### src/rtl/alu_issue.sv
// Single-outstanding issue stage between a requester and an external ALU.
// Packs the instruction word, screens illegal operations and returns one response per request.
module alu_issue (
    input  logic        clk,
    input  logic        rst,
    input  logic        req_valid,
    output logic        req_ready,
    input  logic [1:0]  req_cls,
    input  logic [3:0]  req_func,
    input  logic [3:0]  req_a,
    input  logic [3:0]  req_b,
    output logic [15:0] alu_inp,
    input  logic [15:0] alu_out,
    output logic        rsp_valid,
    input  logic        rsp_ready,
    output logic [15:0] rsp_data,
    output logic        rsp_err,
    output logic [7:0]  issue_cnt,
    output logic [7:0]  err_cnt
);

    typedef enum logic [1:0] {
        IDLE,
        EXEC,
        RESP
    } state_t;

    localparam logic [15:0] REJECT_WORD = 16'hAFFF;

    state_t      state_q;
    logic [15:0] aluInp_q;
    logic [15:0] rspData_q;
    logic        rspErr_q;
    logic [7:0]  issueCnt_q;
    logic [7:0]  errCnt_q;
    logic        reject_q;
    logic        opErr_q;

    logic        legalFunc;
    logic        divZero;
    logic        opErr_d;
    logic        execErr_d;
    logic [15:0] rspData_d;
    logic [7:0]  errCnt_d;

    always_comb begin
        legalFunc = 1'b0;
        case (req_func)
            4'hF, 4'hE, 4'hD, 4'hC, 4'h1,
            4'h2, 4'hA, 4'hB, 4'h8, 4'h9: legalFunc = 1'b1;
            default:                      legalFunc = 1'b0;
        endcase
    end

    // Divide-by-zero never reaches the ALU; its response is synthesised locally.
    assign divZero   = (req_cls == 2'd0) && (req_func == 4'h2) && (req_b == 4'h0);
    assign opErr_d   = (req_cls != 2'd0) || !legalFunc;
    assign rspData_d = reject_q ? REJECT_WORD : alu_out;
    assign execErr_d = reject_q || opErr_q || (alu_out == REJECT_WORD);
    assign errCnt_d  = (errCnt_q == 8'hFF) ? errCnt_q : errCnt_q + 8'd1;

    always_ff @(posedge clk) begin
        if (rst) begin
            state_q    <= IDLE;
            aluInp_q   <= 16'h0000;
            rspData_q  <= 16'h0000;
            rspErr_q   <= 1'b0;
            issueCnt_q <= 8'h00;
            errCnt_q   <= 8'h00;
            reject_q   <= 1'b0;
            opErr_q    <= 1'b0;
        end else begin
            case (state_q)
                IDLE: begin
                    if (req_valid) begin
                        reject_q   <= divZero;
                        opErr_q    <= opErr_d;
                        issueCnt_q <= issueCnt_q + 8'd1;
                        if (!divZero) begin
                            aluInp_q <= {req_cls, 2'b00, req_a, req_b, req_func};
                        end
                        state_q <= EXEC;
                    end
                end
                EXEC: begin
                    rspData_q <= rspData_d;
                    rspErr_q  <= execErr_d;
                    if (execErr_d) begin
                        errCnt_q <= errCnt_d;
                    end
                    state_q <= RESP;
                end
                RESP: begin
                    if (rsp_ready) begin
                        state_q <= IDLE;
                    end
                end
                default: state_q <= IDLE;
            endcase
        end
    end

    assign req_ready = (state_q == IDLE);
    assign rsp_valid = (state_q == RESP);
    assign alu_inp   = aluInp_q;
    assign rsp_data  = rspData_q;
    assign rsp_err   = rspErr_q;
    assign issue_cnt = issueCnt_q;
    assign err_cnt   = errCnt_q;

endmodule
### config.mk
export PLATFORM = sky130hd
export DESIGN_NAME = alu_issue
export DESIGN_NICKNAME = d
export VERILOG_FILES = /design/src/rtl/alu_issue.sv
export SDC_FILE = /design/constraint.sdc
export NUM_CORES = 1
export LEC_CHECK = 0
export CORE_MARGIN = 2
export CORE_UTILIZATION = 46
export CTS_CLUSTER_SIZE = 14
export DETAILED_ROUTE_END_ITERATION = 10
export PLACE_DENSITY_LB_ADDON = 0.15
export SKIP_LAST_GASP = 1
export SLEW_MARGIN = 30
export SYNTH_ARGS = -nofsm -noshare
export SYNTH_HDL_FRONTEND = slang
export SYNTH_SLANG_ARGS = --single-unit
### constraint.sdc
create_clock -name clk -period 3.2 [get_ports clk]
set_input_delay 0.64 -clock clk [delete_from_list [all_inputs] [get_ports clk]]
set_output_delay 0.64 -clock clk [all_outputs]
set_load 0.05 [all_outputs]
==> flow_summary.json, run 1 <==
{
  "synth_cells": 236,
  "worstPathRequired_ns": 2.56,
  "start_util_pct": 48.2,
  "ys_top_cells_by_area": "dfxtp_1 48%, nor2_1 8.2%, nor3_1 7.3%",
  "r2r_end": "err_cnt[4]",
  "p_per_area_nw_per_um2": 489,
  "cts.clk_slew.worst_paths_ns": 0.09,
  "dpl_cell_area_um2": 2950,
  "cts_made_buffers": 5,
  "h-tree-depth": 2,
  "rsz0062_at_grt": "no",
  "yosysMostFrequentCell": "dfxtp_1",
  "fin_crit_ns": 2.43,
  "place_hpwl_um": 3460,
  "grt_max_degree": 42,
  "grt_pass1_vias": 1837,
  "p_leak_nw": 1.12,
  "max_freq_mhz": 411,
  "slew_headroom_pct": 50.9,
  "vias": 1938,
  "critical_path_arrival_ns": 1.79,
  "routed_wl_um": 4880,
  "synth_seq_cells": 51,
  "worstMarginPinSlew_ns": 0.737,
  "port-buffer-count": 82,
  "slew_violations": 0,
  "fin_skew_ns": 0.00364,
  "cts_hold_buf": 0,
  "hold_start": "rsp_data[14]",
  "yosys_warnings": 0,
  "design_area_um2": 3070,
  "cap_violations": 0,
  "synth.top_cell.area_share_pct": 48.3,
  "r2r_setup_slack_ns": 1.23,
  "reg2regPathDepth": 4,
  "io_pins": 85,
  "synth_edf_count": 0,
  "n_antenna_cell": 0,
  "gp_congestion": 0.765,
  "layout.nets": 351,
  "die_y_um": 71.8,
  "ant_nets": 0,
  "register_area_um2": 1020,
  "avgSynthCellArea_um2": 8.96,
  "grtUsageTotal_pct": 19.9,
  "drive_gt1_share_pct": 6.03,
  "fillers": 368,
  "grt_overflow": 0,
  "fp.dieW_um": 71.8,
  "final.setup.tns_ns": 0,
  "start_kind": "flop",
  "critical_path_peak_fanout": 5,
  "async_flop_share_pct": 0,
  "clockBufferDepth": 2,
  "grt_antenna_before_repair": 0,
  "core_um2": 4380,
  "holdPathEnd": "rsp_data[14]",
  "synth_top_area_cell": "dfxtp_1",
  "peakVddDrop_mv": 0.373,
  "grt_pass1_wl_um": 8250,
  "crit_type": "flop to primary output",
  "synth_cell_types": 43,
  "whs_path_depth": 2,
  "synthTopCellsByCount": "51 x dfxtp_1, 46 x nor2_1, 31 x nor3_1, 13 x mux2i_1, 9 x nand2_1",
  "firstDrtPassIters": 4,
  "insertion_delay_ns": 0.30,
  "status": "finished, final reports clean",
  "drt_iter0_markers": 108,
  "multiInputGateArea_um2": 1010,
  "drc_errors": 0,
  "row_count": 24,
  "die_area_um2": 5160,
  "cts_tree": "done",
  "via_per_inst": 5.28,
  "cts_root_buf": "clkbuf_8",
  "cp-end-kind": "primary output",
  "total_power_mw": 1.50,
  "synth_ff_type": "dfxtp_1",
  "worstReg2RegStart": "state_q[1]",
  "cts_setup_buffers": 0,
  "hold_viol": 0,
  "netlist_area_um2": 2110,
  "min_period_over_period_pct": 75.9,
  "wl_per_cell_um": 13.3,
  "cts-resized-gates": 0,
  "setup_viol": 0,
  "seq_area_frac_synth_pct": 48.3,
  "hp-class": "flop to flop",
  "cts_sinks": 51,
  "syn2layout_area_growth_pct": 45.0
}
## report_power, final
part / switching [mW] / internal (mW)
clock: 0.209 / 0.253
combinational: 0.210 / 0.134
sequential: 0.0244 / 0.669
## worst max-delay path, stage by stage (launching register included)
cell and delay [ns]:
dfxtp_1 0.41, nor2b_1 0.24, clkdlybuf4s50_1 0.84
## cell usage in the layout, fill, tap and decap left out, drive strengths merged, types with 3 or more instances in the layout
cell	Yosys	layout
nand3	6	6
dfxtp	51	51
nor2	46	46
clkbuf	8	6
nor2b	3	3
ha	3	3
mux2i	13	13
clkdlybuf4s50	0	81
nor3b	3	3
a21oi	8	8
buf	8	5
xor2	5	5
o21ai	4	4
nand2	9	9
nor3	31	31
nand4	6	6
## layer usage
layer	part of all wire (%)	vias to the layer above	track usage, %
met2	47	65	32.4
met4	0.47	0	6.92
met3	8.9	2	6.19
met5	0	-	0
li1	-	975	-
met1	43	896	25.0
## logic make-up (layout without fill, tap and decap cells)
kind of cell | count (synthesis) | count (layout) | share of synthesized area [%]
flops | 51 | 51 | 48.3
xor+xnor | 7 | 7 | 2.90
simple gates | 119 | 119 | 27.8
fa+ha+maj | 3 | 3 | 1.78
compound gates | 22 | 22 | 7.63
mux | 15 | 15 | 7.22
other cells | 1 | 2 | 0.177
buf+inv | 18 | 96 | 4.20
## worst max path at each step
stage | start | end | cells after the start
6_report | state_q[1] | rsp_valid | 2
5_1_grt | state_q[1] | rsp_valid | 2
4_1_cts | state_q[1] | rsp_valid | 2
3_5_place_dp | alu_out[15] | err_cnt[3] | 7
3_3_place_gp | alu_out[8] | err_cnt[3] | 7
2_1_floorplan | state_q[0] | alu_inp[14] | 6
## area by class of cell
cell class	count	area share [%]
Clock buffer	6	2.69
Inverter	2	0.245
Multi-Input combinational cell	168	32.9
Tap cell	52	2.12
Clock inverter	2	1.14
Timing Repair Buffer	86	27.6
Sequential cell	51	33.3
## sequential cells by signal (all words and copies together), names as in the netlist
name	flops
alu_inp	14
err_cnt	8
issue_cnt	8
opErr_q	1
reject_q	1
rsp_data	16
rsp_err	1
state_q	2
## stage by stage
stage	setup WS, ns	utilization (%)	hold WS [ns]	std cells
global route	0.710	69.9	0.470	367
floorplan	1.03	-	0.479	237
global placement	0.611	67.2	0.441	359
detailed placement	0.541	67.2	0.447	359
finish	0.770	69.9	0.456	367
CTS	0.763	69.9	0.457	367
(Power assumes the default switching activity.)
==> run 2: changes to the inputs <==
--- a/config.mk
+++ b/config.mk
@@ -6,7 +6,7 @@
 export NUM_CORES = 1
 export LEC_CHECK = 0
 export CORE_MARGIN = 2
-export CORE_UTILIZATION = 46
+export CORE_UTILIZATION = 39
 export CTS_CLUSTER_SIZE = 14
 export DETAILED_ROUTE_END_ITERATION = 10
 export PLACE_DENSITY_LB_ADDON = 0.15
==> constraint.sdc (replaced) <==
create_clock -name clk -period 2 [get_ports clk]
set_input_delay 0.4 -clock clk [delete_from_list [all_inputs] [get_ports clk]]
set_output_delay 0.4 -clock clk [all_outputs]
set_load 0.05 [all_outputs]
==> run 2 against run 1 <==
Critical path depth down 1. Sequential power grew 60%. Utilization shrank 7.0 points. Via count rose by 0.36%. Routed wire length rose by 4.6%. Clock-buffer cell count is the same. Highest routed layer unchanged. Flip-flop and latch count unchanged. Hold slack got worse by 0.025 ns. Critical endpoint is now err_cnt[4]. Largest power group unchanged. Setup slack worse by 0.72 ns. Global-route usage decreased by 3.2 points.
==> flow_summary.json, run 2 (synthesis results as in run 1) <==
{
  "h-tree-depth": 2,
  "largest_reg_flops": 16,
  "start_util_pct": 40.9,
  "firstDrtPassIters": 4,
  "hp-class": "primary input to flop",
  "p_clk_share_pct": 25.7,
  "grt_antenna_before_repair": 0,
  "cts_sinks": 51,
  "final_cell_mix": "68 x clkdlybuf4s50_1, 51 x dfxtp_1, 45 x nor2_1, 30 x nor3_1, 19 x buf_4",
  "slew_violations": 0,
  "pwr-share-comb_pct": 26.2,
  "cts.clk_slew.worst_paths_ns": 0.09,
  "path_cells": "clkdlybuf4s50_1",
  "via_per_inst": 4.90,
  "p_sw_mw": 0.708,
  "peakVddDrop_mv": 0.437,
  "max_freq_mhz": 512,
  "critPathTopFamily": "buffers and inverters",
  "drive_gt1_share_pct": 13.1,
  "start_kind": "flop",
  "critical_path_arrival_ns": 1.55,
  "n_antenna_cell": 0,
  "die_area_um2": 6030,
  "core_um2": 5170,
  "min_period_over_period_pct": 97.7,
  "rsz0062_at_grt": "yes",
  "worstPathRequired_ns": 1.60,
  "cts_made_buffers": 5,
  "power.internal_mw": 1.59,
  "p_per_area_nw_per_um2": 705,
  "grt_pass1_vias": 1814,
  "place_inst": 388,
  "insertion_delay_ns": 0.29,
  "fin_skew_ns": 0.00587,
  "grt_overflow": 0,
  "slowest_stage": "clkdlybuf4s50_1",
  "place_hpwl_um": 3610,
  "design_area_um2": 3260,
  "hold_viol": 0,
  "fin_crit_ns": 1.95,
  "port-buffer-count": 82,
  "worstMarginPinSlew_ns": 0.527,
  "setup_viol": 0,
  "row_count": 26,
  "drc_errors": 0,
  "layout.nets": 364,
  "routed_wl_um": 5100,
  "total_power_mw": 2.30,
  "layout_commonest_cell": "clkdlybuf4s50_1",
  "gp_congestion": 0.734,
  "whs_ns": 0.431,
  "drt_iter0_markers": 69,
  "crit_buf_inv": 1,
  "final_cells": 397,
  "p_leak_nw": 1.32,
  "fp.dieW_um": 77.6,
  "vias": 1945,
  "grtUsageTotal_pct": 16.8,
  "critical_path_peak_fanout": 4,
  "cts_hold_buf": 0,
  "switching_share_pct": 30.9,
  "die_y_um": 77.6,
  "cp-end-kind": "primary output",
  "max_stage_delay_ns": 0.84,
  "ant_nets": 0,
  "clockBufferDepth": 2,
  "dpl_cell_area_um2": 3060,
  "seqPwrFrac_pct": 48.2,
  "cap_violations": 0,
  "wl_per_cell_um": 12.8,
  "io_pins": 85,
  "grt_pass1_wl_um": 8310,
  "cts_root_buf": "clkbuf_8",
  "crit_type": "flop to primary output",
  "cts_tree": "done",
  "syn2layout_area_growth_pct": 54.0,
  "status": "finished, final reports clean",
  "slew_headroom_pct": 64.7,
  "grt_max_degree": 25
}
run 2: cell types whose count changed in the layout (fill, tap and decap cells not counted), sizes merged:
cell,before,now
clkdlybuf4s50,81,68
bufinv,1,0
dlymetal6s2s,0,9
buf,5,22
run 2: routing by layer:
| metal | routed length (um) | track usage [%] | up-vias |
|---|---|---|---|
| met5 | 0 | 0 | - |
| met4 | 49 | 4.29 | 0 |
| met3 | 400 | 5.81 | 6 |
| met2 | 2320 | 27.0 | 58 |
| met1 | 2330 | 21.4 | 887 |
| li1 | - | - | 994 |
run 2: worst paths after layout:
check / start / to / slack, ns / cells past startpoint
setup reg to reg: err_cnt[0] / err_cnt[5] / 0.22 / 6
hold reg to reg: rsp_data[14] / rsp_data[14] / 0.46 / 2
setup / recovery: err_cnt[4] / err_cnt[4] / 0.05 / 1
hold / removal: alu_out[11] / rsp_data[11] / 0.43 / 3
run 2: area by class of cell:
cell class | count | area (um2)
Clock buffer | 6 | 82.6
Clock inverter | 1 | 5.00
Fill cell | 440 | 1920
Inverter | 2 | 7.51
Multi-Input combinational cell | 168 | 1080
Sequential cell | 51 | 1020
Tap cell | 70 | 87.6
Timing Repair Buffer | 99 | 972
run 2: worst min-delay path, stage by stage:
cell,delay (ns)
dlymetal6s2s_1,0.11
nor3_1,0.06
nor3_1,0.11
run 2: power groups by stage:
stage | clock network [mW] | registers (mW) | logic, mW
floorplan | 0 | 1.30 | 0.183
global placement | 0 | 1.13 | 0.582
detailed placement | 0 | 1.13 | 0.586
CTS | 0.616 | 1.10 | 0.588
global route | 0.644 | 1.11 | 0.639
finish | 0.589 | 1.11 | 0.600
run 2: repair_timing:
item | CTS | global route
gates resized for setup | 1 | 20
setup buffers | 0 | 2
setup endpoints to repair | 2 | 7
pin swaps | 0 | 5
run 2: metrics by stage:
stage	util (%)	setup WS, ns	setup TNS (ns)
final	63.0	0.0463	0
after floorplan	-	0.0850	0
after CTS	61.0	0.0297	0
after global placement	59.1	-0.445	-4.65
after global routing	63.0	-0.00919	-0.0191
after detailed placement	59.2	-0.318	-3.17
==> run 3: changes to the inputs <==
--- a/config.mk
+++ b/config.mk
@@ -9,6 +9,7 @@
 export CORE_UTILIZATION = 39
 export CTS_CLUSTER_SIZE = 14
 export DETAILED_ROUTE_END_ITERATION = 10
+export GPL_TIMING_DRIVEN = 0
 export PLACE_DENSITY_LB_ADDON = 0.15
 export SKIP_LAST_GASP = 1
 export SLEW_MARGIN = 30
==> run 3 against run 2 <==
Combinational power is 4.0% lower. Register-to-register slack hardly changed. Sequential share of layout area is 1.2 points higher. Clock power is 1% lower. Largest power group unchanged. First-iteration DRC count is 45% higher. Die area stayed put. Global-route usage is 1.6 points higher. Cell count is 0.25% lower.
==> flow_summary.json, run 3 (synthesis results as in run 1) <==
{
  "status": "finished, final reports clean",
  "grt_pass1_wl_um": 9070,
  "n_antenna_cell": 0,
  "worstMarginPinSlew_ns": 0.552,
  "place_inst": 388,
  "worstPathRequired_ns": 1.60,
  "hold_viol": 0,
  "cts_tree": "done",
  "die_area_um2": 6030,
  "design_area_um2": 3140,
  "row_count": 26,
  "grtUsageTotal_pct": 18.4,
  "p_clk_share_pct": 25.7,
  "critPathTopFamily": "buffers and inverters",
  "fin_crit_ns": 1.94,
  "cp-end-kind": "primary output",
  "firstDrtPassIters": 4,
  "h-tree-depth": 2,
  "pwr-share-comb_pct": 25.4,
  "core_um2": 5170,
  "grt_antenna_before_repair": 0,
  "insertion_delay_ns": 0.30,
  "io_pins": 85,
  "setup_viol": 0,
  "start_util_pct": 40.9,
  "slew_violations": 0,
  "switching_share_pct": 31.9,
  "port-buffer-count": 81,
  "layout.nets": 362,
  "largest_reg_flops": 16,
  "max_freq_mhz": 515,
  "cts.clk_slew.worst_paths_ns": 0.09,
  "whs_ns": 0.466,
  "drive_gt1_share_pct": 6.75,
  "fp.dieW_um": 77.6,
  "p_leak_nw": 1.22,
  "drt_iter0_markers": 100,
  "path_cells": "clkdlybuf4s50_1",
  "cts_made_buffers": 5,
  "slowest_stage": "clkdlybuf4s50_1",
  "grt_overflow": 0,
  "max_stage_delay_ns": 0.83,
  "place_hpwl_um": 3860,
  "rsz0062_at_grt": "yes",
  "cts_root_buf": "clkbuf_8",
  "fin_skew_ns": 0.00656,
  "routed_wl_um": 5370,
  "ant_nets": 0,
  "start_kind": "flop",
  "power.internal_mw": 1.54,
  "final.setup.tns_ns": 0,
  "gp_congestion": 0.727,
  "min_period_over_period_pct": 97.0,
  "via_per_inst": 4.95,
  "wl_per_cell_um": 13.6,
  "p_sw_mw": 0.723,
  "dpl_cell_area_um2": 3020,
  "final_cells": 396,
  "crit_type": "flop to primary output",
  "layout_commonest_cell": "clkdlybuf4s50_1",
  "vias": 1959,
  "final_cell_mix": "74 x clkdlybuf4s50_1, 51 x dfxtp_1, 45 x nor2_1, 30 x nor3_1, 13 x mux2i_1",
  "peakVddDrop_mv": 0.388,
  "cts_sinks": 51,
  "total_power_mw": 2.26,
  "critical_path_arrival_ns": 1.54,
  "cap_violations": 0,
  "clockBufferDepth": 2,
  "grt_pass1_vias": 1901,
  "grt_max_degree": 15,
  "syn2layout_area_growth_pct": 48.5,
  "p_per_area_nw_per_um2": 721,
  "hp-class": "flop to flop",
  "die_y_um": 77.6,
  "drc_errors": 0,
  "crit_buf_inv": 1,
  "critical_path_peak_fanout": 5,
  "seqPwrFrac_pct": 48.9,
  "slew_headroom_pct": 63.0
}
## run 3: cell types whose count changed in the layout (fill, tap and decap cells not counted), moves of 2 or more
cell             delta
dlymetal6s2s_1      -5
clkdlybuf4s50_1     +6
clkbuf_1           +10
buf_1               +2
buf_4              -16
dlygate4sd2_1       +3
## run 3: final timing paths
| path | endpoint | cells after the start | slack, ns | start |
|---|---|---|---|---|
| worst max-delay path | issue_cnt[3] | 1 | 0.06 | issue_cnt[3] |
| worst min-delay path | rsp_data[14] | 2 | 0.47 | rsp_data[14] |
| worst max register to register | err_cnt[2] | 6 | 0.22 | err_cnt[0] |
| worst min register to register | rsp_data[14] | 2 | 0.47 | rsp_data[14] |
## run 3: per-stage QoR
stage / setup slack [ns] / util [%]
5_1_grt: -0.00247 / 60.7
3_5_place_dp: -0.336 / 58.4
2_1_floorplan: 0.0850 / -
3_3_place_gp: -0.379 / 58.4
6_report: 0.0592 / 60.7
4_1_cts: 0.0157 / 60.1
## run 3: what timing repair did
action / CTS / global route
endpoints found under the hold margin: 0 / 0
pin swaps: 0 / 3
hold buffers: 0 / 0
setup endpoints to repair: 4 / 15
cloned: 0 / 0
buffers inserted: 0 / 0
gates resized for setup: 5 / 9
## run 3: power groups by stage
stage / combinational [mW] / clock, mW / sequential, mW
finish: 0.576 / 0.581 / 1.11
global route: 0.615 / 0.654 / 1.11
CTS: 0.573 / 0.598 / 1.11
detailed placement: 0.571 / 0 / 1.13
global placement: 0.567 / 0 / 1.13
floorplan: 0.183 / 0 / 1.30
## run 3: tightest hold or removal path: cells and delay by family, from the launching register on
kind / cells / cell delay (ns)
compound gates: 1 / 0.05
simple gates: 1 / 0.05
flops: 1 / 0.32
## run 3: area by class of cell
cell class,instances,area [um2]
Tap cell,70,87.6
Buffer,16,87.6
Timing Repair Buffer,81,817
Clock inverter,1,5.00
Sequential cell,51,1020
Clock buffer,7,76.3
Multi-Input combinational cell,168,1040
Inverter,2,7.51
Fill cell,481,2030
## run 3: per-layer routing
metal  up-vias  GRT usage, %  share of wire [%]
li1        996             -                  -
met1       893          25.0                 45
met2        64          28.5                 46
met3         6          5.23                7.3
met4         0          4.82               0.99
met5         -             0                  0
